## src/rtl/zkr_pkg.sv

```systemverilog
// zkr_pkg: shared Zkr seed CSR encodings, controller states and seed word packing.
package zkr_pkg;
    localparam int SEED_W = 16;
    localparam int SEED_OPST_LSB = 30;
    localparam int SEED_ENT_LSB = 0;

    typedef enum logic [1:0] {
        OPST_BIST = 2'b00,
        OPST_WAIT = 2'b01,
        OPST_ES16 = 2'b10,
        OPST_DEAD = 2'b11
    } opst_t;

    typedef enum logic [1:0] {
        ST_BIST,
        ST_RUN,
        ST_DEAD
    } state_t;

    function automatic logic [31:0] seed_word(input opst_t opst, input logic [SEED_W-1:0] ent);
        logic [31:0] w;
        w = '0;
        w[SEED_OPST_LSB +: 2] = opst;
        w[SEED_ENT_LSB +: SEED_W] = ent;
        return w;
    endfunction
endpackage

```

## src/rtl/seed_fifo.sv

```systemverilog
// seed_fifo: synchronous FIFO with flush; a pop frees a slot for a same-cycle push when full.
module seed_fifo #(
    parameter int W = 16,
    parameter int DEPTH = 4
) (
    input  logic         clk,
    input  logic         rst,
    input  logic         push,
    input  logic         pop,
    input  logic         flush,
    input  logic [W-1:0] din,
    output logic         full,
    output logic         empty,
    output logic [W-1:0] head
);
    localparam int AW = $clog2(DEPTH);

    logic [W-1:0] mem [DEPTH];
    logic [AW:0]  wp, rp;
    logic         do_pop, do_push;

    always_comb begin
        empty   = wp == rp;
        full    = (wp[AW] != rp[AW]) && (wp[AW-1:0] == rp[AW-1:0]);
        do_pop  = pop && !empty;
        do_push = push && (!full || do_pop);
        head    = mem[rp[AW-1:0]];
    end

    always_ff @(posedge clk) begin
        if (rst || flush) begin
            wp <= '0;
            rp <= '0;
        end else begin
            if (do_push) wp <= wp + 1'b1;
            if (do_pop) rp <= rp + 1'b1;
        end
    end

    always_ff @(posedge clk) begin
        if (do_push) mem[wp[AW-1:0]] <= din;
    end
endmodule

```

## src/rtl/entropy_seed_ctrl.sv

```systemverilog
// entropy_seed_ctrl: supervises the TRNG source, pairs bytes into 16-bit seed words and serves the Zkr seed CSR.
module entropy_seed_ctrl
    import zkr_pkg::*;
#(
    parameter int FIFO_DEPTH = 4,
    parameter int STARTUP_SAMPLES = 16,
    parameter int MAX_FAILS = 3
) (
    input  logic        clk,
    input  logic        rst,
    input  logic [7:0]  es_data_i,
    input  logic        es_valid_i,
    input  logic [1:0]  es_error_i,
    output logic        es_enable_o,
    input  logic        seed_rd_i,
    output logic [31:0] seed_o,
    output logic [1:0]  fail_cnt_o
);
    state_t            state;
    logic [15:0]       scnt;
    logic [7:0]        fails;
    logic [7:0]        hi;
    logic              have_hi, err_q;
    logic              err_now, err_ev, pop, take, push, full, empty;
    logic [SEED_W-1:0] head;
    opst_t             opst;

    always_comb begin
        err_now     = |es_error_i;
        err_ev      = (state != ST_DEAD) && err_now && !err_q;
        opst        = state == ST_DEAD ? OPST_DEAD : state == ST_BIST ? OPST_BIST : empty ? OPST_WAIT : OPST_ES16;
        pop         = seed_rd_i && opst == OPST_ES16;
        take        = state == ST_RUN && es_valid_i && (!full || pop);
        push        = take && have_hi && !err_ev;
        es_enable_o = state == ST_BIST || (state == ST_RUN && !full);
        seed_o      = seed_word(opst, opst == OPST_ES16 ? head : '0);
        fail_cnt_o  = fails > 8'd3 ? 2'd3 : fails[1:0];
    end

    // err_q follows the error level so a held error yields a single event across the BIST restart
    always_ff @(posedge clk) begin
        if (rst) begin
            state   <= ST_BIST;
            scnt    <= '0;
            fails   <= '0;
            hi      <= '0;
            have_hi <= 1'b0;
            err_q   <= 1'b0;
        end else begin
            err_q <= err_now;
            if (err_ev) begin
                fails   <= fails + 8'd1;
                scnt    <= '0;
                have_hi <= 1'b0;
                state   <= (fails + 8'd1 == 8'(MAX_FAILS)) ? ST_DEAD : ST_BIST;
            end else if (state == ST_BIST) begin
                if (es_valid_i && !err_now) begin
                    scnt <= scnt + 16'd1;
                    if (scnt + 16'd1 == 16'(STARTUP_SAMPLES)) state <= ST_RUN;
                end
            end else if (take) begin
                have_hi <= !have_hi;
                if (!have_hi) hi <= es_data_i;
            end
        end
    end

    seed_fifo #(.W(SEED_W), .DEPTH(FIFO_DEPTH)) u_fifo (
        .clk   (clk),
        .rst   (rst),
        .push  (push),
        .pop   (pop),
        .flush (err_ev),
        .din   ({hi, es_data_i}),
        .full  (full),
        .empty (empty),
        .head  (head)
    );
endmodule
```

## config.mk

```make
export PLATFORM = sky130hd
export DESIGN_NAME = entropy_seed_ctrl
export DESIGN_NICKNAME = d
export VERILOG_FILES = /design/src/rtl/zkr_pkg.sv /design/src/rtl/seed_fifo.sv /design/src/rtl/entropy_seed_ctrl.sv
export SDC_FILE = /design/constraint.sdc
export NUM_CORES = 1
export LEC_CHECK = 0
export CAP_MARGIN = 20
export CORE_ASPECT_RATIO = 2
export CORE_MARGIN = 2
export CORE_UTILIZATION = 55
export CTS_CLUSTER_DIAMETER = 200
export DETAILED_ROUTE_END_ITERATION = 6
export GPL_TIMING_DRIVEN = 0
export PLACE_DENSITY = 0.78
export SLEW_MARGIN = 10
export SYNTH_ARGS = -nofsm -noshare
export SYNTH_HDL_FRONTEND = slang
export SYNTH_SLANG_ARGS = --single-unit
```

## constraint.sdc

```tcl
create_clock -name clk -period 4.36 [get_ports clk]
set_input_delay 0.872 -clock clk [delete_from_list [all_inputs] [get_ports clk]]
set_output_delay 0.872 -clock clk [all_outputs]
set_load 0.05 [all_outputs]
```

==> impl_metrics.csv <==
group,metric,value,unit
outcome,status,"completed",
synthesis,async_reset_ff_share,0,%
synthesis,synthFlopType,"edfxtp_1",
clock_network,postCtsResizedCells,0,
pwr,leakagePower,2.05,nW
synthesis,avgSynthCellArea,12.5,µm²
sta,setup_viol,0,
die,boundaryPins,49,
global_routing,grt_pass1_vias,3039,
sta,fin_tns_setup,0,ns
critical_path,cp-start-kind,"flop",
synthesis,seq_area_frac_synth,58.6,%
final_layout,nNetsFinal,463,
final_layout,syn_to_final_growth,17.6,%
final_layout,drive_gt1_share,12.6,%
critical_path,path_cells,"buf_1 > clkbuf_1 > mux4_2 > nor2b_1 > clkdlybuf4s50_1",
sta,timing.hold.ws,0.503,ns
min_path,hold_class,"reg -> reg",
place,port_buffers,34,
critical_path,cp_slowest_stage_delay,0.81,ns
synthesis,synth.ff_latch_count,108,
routing,drt_iter0_drc,248,
synthesis,ys.warnings.count,0,
global_routing,track_usage,20.3,%
global_routing,grt_overflow,0,
routing,wl_per_cell,16.3,µm
synthesis,synth_cells,383,
job,drv_cap,0,
die,initial_utilization,56.0,%
critical_path,cp_slowest_cell,"clkdlybuf4s50_1",
synthesis,synth_edf_count,64,
die,die_area,9500,µm²
sta,skew,0.00589,ns
pwr,power_density,368,nW/µm²
clock_network,clock_latency,0.34,ns
critical_path,crit_fanout,10,
final_layout,n_fill_cell,639,
pwr,ir_drop,232,µV
place,place_hpwl,6440,µm
die,num_rows,48,
clock_network,cts_buffers,9,
sta,rsz0062_at_grt,"false",
routing,route.detailed.drc,0,
final_layout,diodes,0,
die,dieHeight,136,µm
clock_network,htree_levels,3,
critical_path,critPathRequiredTime,3.49,ns
sta,period_minus_slack,3.71,ns
global_routing,antenna_found_initial,0,
critical_path,cp.arrival,2.84,ns
die,die_x,69.9,µm
die,coreArea,8530,µm²
place,routabilityCongestion,0.812,
routing,ant_nets,0,
sta,relSlewSlack,41.6,%
synthesis,yosysUniqueCellTypes,46,
clock_network,ctsHoldBuffers,0,
sta,worst_pin_slew,0.877,ns
sta,fin_crit_sh,85.1,%
routing,wirelength,8880,µm
clock_network,cts.path.max_buffers,2,
clock_network,cts_tree,"built",
clock_network,clkTransAtPathRegs,0.07,ns
synthesis,syn_area,4780,µm²
routing,dr.pass1.iters,5,
routing,vias_per_cell,5.50,
routing,num_vias,3005,
sta,slew_viol_final,0,
global_routing,grt_pass1_wl,14700,µm
sta,hold_violations,0,
critical_path,end_kind,"output pin",
clock_network,post_cts_buffers,0,
clock_network,cts.sinks,108,
global_routing,grt_start_max_net_pins,19,
clock_network,cts_root_buf,"clkbuf_16",
sta,max_freq,270,MHz
critical_path,path_class,"reg -> out",
state kept, by name (all words and copies together), names as in the netlist, named ones only:
register,cells
fails,8
state,2
err_q,1
u_fifo.mem,64
have_hi,1
hi,8
u_fifo.wp,3
scnt,16
u_fifo.rp,3
synth_stat cells (3+ instances only):
master | instances | area (µm²)
nand2_1 | 15 | 56.3
buf_2 | 5 | 25.0
mux2i_1 | 9 | 90.1
xor2_1 | 14 | 123
edfxtp_1 | 64 | 1920
and2_1 | 6 | 37.5
nor3_1 | 6 | 30.0
inv_1 | 8 | 30.0
ha_1 | 8 | 100
nor4_1 | 4 | 25.0
nor2_1 | 40 | 150
xnor2_1 | 17 | 149
nor2b_1 | 17 | 106
mux4_2 | 16 | 360
dfxtp_1 | 44 | 881
clkbuf_1 | 14 | 52.6
and3_1 | 6 | 37.5
a31oi_1 | 4 | 25.0
nand4_1 | 5 | 31.3
a21oi_1 | 9 | 45.0
buf_4 | 15 | 113
o21ai_0 | 6 | 30.0
nand3b_1 | 3 | 22.5
nand3_1 | 17 | 85.1
or3_1 | 7 | 43.8
cells in the final DEF (no fill, tap or decap), types with 14 or more instances in the layout:
| cell | netlist | routed |
|---|---|---|
| edfxtp_1 | 64 | 64 |
| dfxtp_1 | 44 | 44 |
| nor2_1 | 40 | 40 |
| clkdlybuf4s50_1 | 0 | 34 |
| nand3_1 | 17 | 17 |
| xnor2_1 | 17 | 17 |
| nor2b_1 | 17 | 17 |
| mux4_2 | 16 | 16 |
| buf_4 | 15 | 15 |
| clkbuf_1 | 14 | 15 |
| nand2_1 | 15 | 15 |
| xor2_1 | 14 | 14 |
| conb_1 | 1 | 14 |
kinds of logic (layout without fill, tap and decap cells):
group                    Yosys count  after routing  share of synthesized area, %
flip-flops                       108            108                          58.6
AO/OA/AOI/OAI                     30             30                          4.11
XOR/XNOR                          31             31                          5.68
other                              1             14                        0.0785
buffers and inverters             43             93                          4.69
multiplexers                      25             25                          9.42
AND/OR/NAND/NOR                  137            137                          15.3
adder cells (fa/ha/maj)            8              8                          2.09
per-layer routing:
metal / global-route usage [%] / up-vias / share of wire [%]
met5: 0 / - / 0
met1: 20.8 / 1460 / 36
met2: 39.6 / 62 / 59
met4: 7.26 / 0 / 1.7
met3: 4.30 / 11 / 2.9
li1: - / 1472 / -
critical path: cells and delay by family, from the launching register on:
| family | cells | cell delay (ns) |
|---|---|---|
| buffers and inverters | 3 | 1.73 |
| flip-flops | 1 | 0.30 |
| multiplexers | 1 | 0.33 |
| AND/OR/NAND/NOR | 1 | 0.14 |
where the power goes:
part / internal, mW / switching [mW] / total (mW)
Sequential: 1.08 / 0.00581 / 1.08
Clock: 0.522 / 0.343 / 0.865
Combinational: 0.0401 / 0.0815 / 0.122
final timing paths:
check / cells past startpoint / endpoint / start / slack, ns
worst max-delay path: 5 / seed_o[12] / flop / 0.65
worst min-delay path: 0 / u_fifo.mem[2][8]$_DFFE_PP_ / hi[0]$_SDFFE_PP0P_ / 0.50
worst min register to register: 0 / u_fifo.mem[2][8]$_DFFE_PP_ / hi[0]$_SDFFE_PP0P_ / 0.50
worst max register to register: 5 / u_fifo.mem[0][14]$_DFFE_PP_ / u_fifo.wp[1]$_SDFFE_PP0P_ / 1.82
cell type report:
class,instances,area (µm²),area share (%)
clock inverters,5,85.1,1.51
clock buffers,11,243,4.32
inverters,8,30.0,0.534
multi-input cells,245,1800,32.0
flip-flops and latches,108,2800,49.9
repair buffers,34,340,6.05
plain buffers,35,194,3.45
well taps,100,125,2.23
metrics by stage:
| stage | util (%) | area [µm²] | setup WS (ns) | std cells | power (mW) |
|---|---|---|---|---|---|
| after floorplan | - | 4830 | 1.64 | 396 | 1.19 |
| after global placement | 62.1 | 5290 | 0.844 | 530 | 1.22 |
| after detailed placement | 62.1 | 5290 | 0.804 | 530 | 1.23 |
| after CTS | 65.9 | 5620 | 0.570 | 546 | 2.09 |
| after global routing | 65.9 | 5620 | 0.440 | 546 | 2.13 |
| final | 65.9 | 5620 | 0.649 | 546 | 2.07 |
Note: power is estimated with default switching activity, not from simulation.
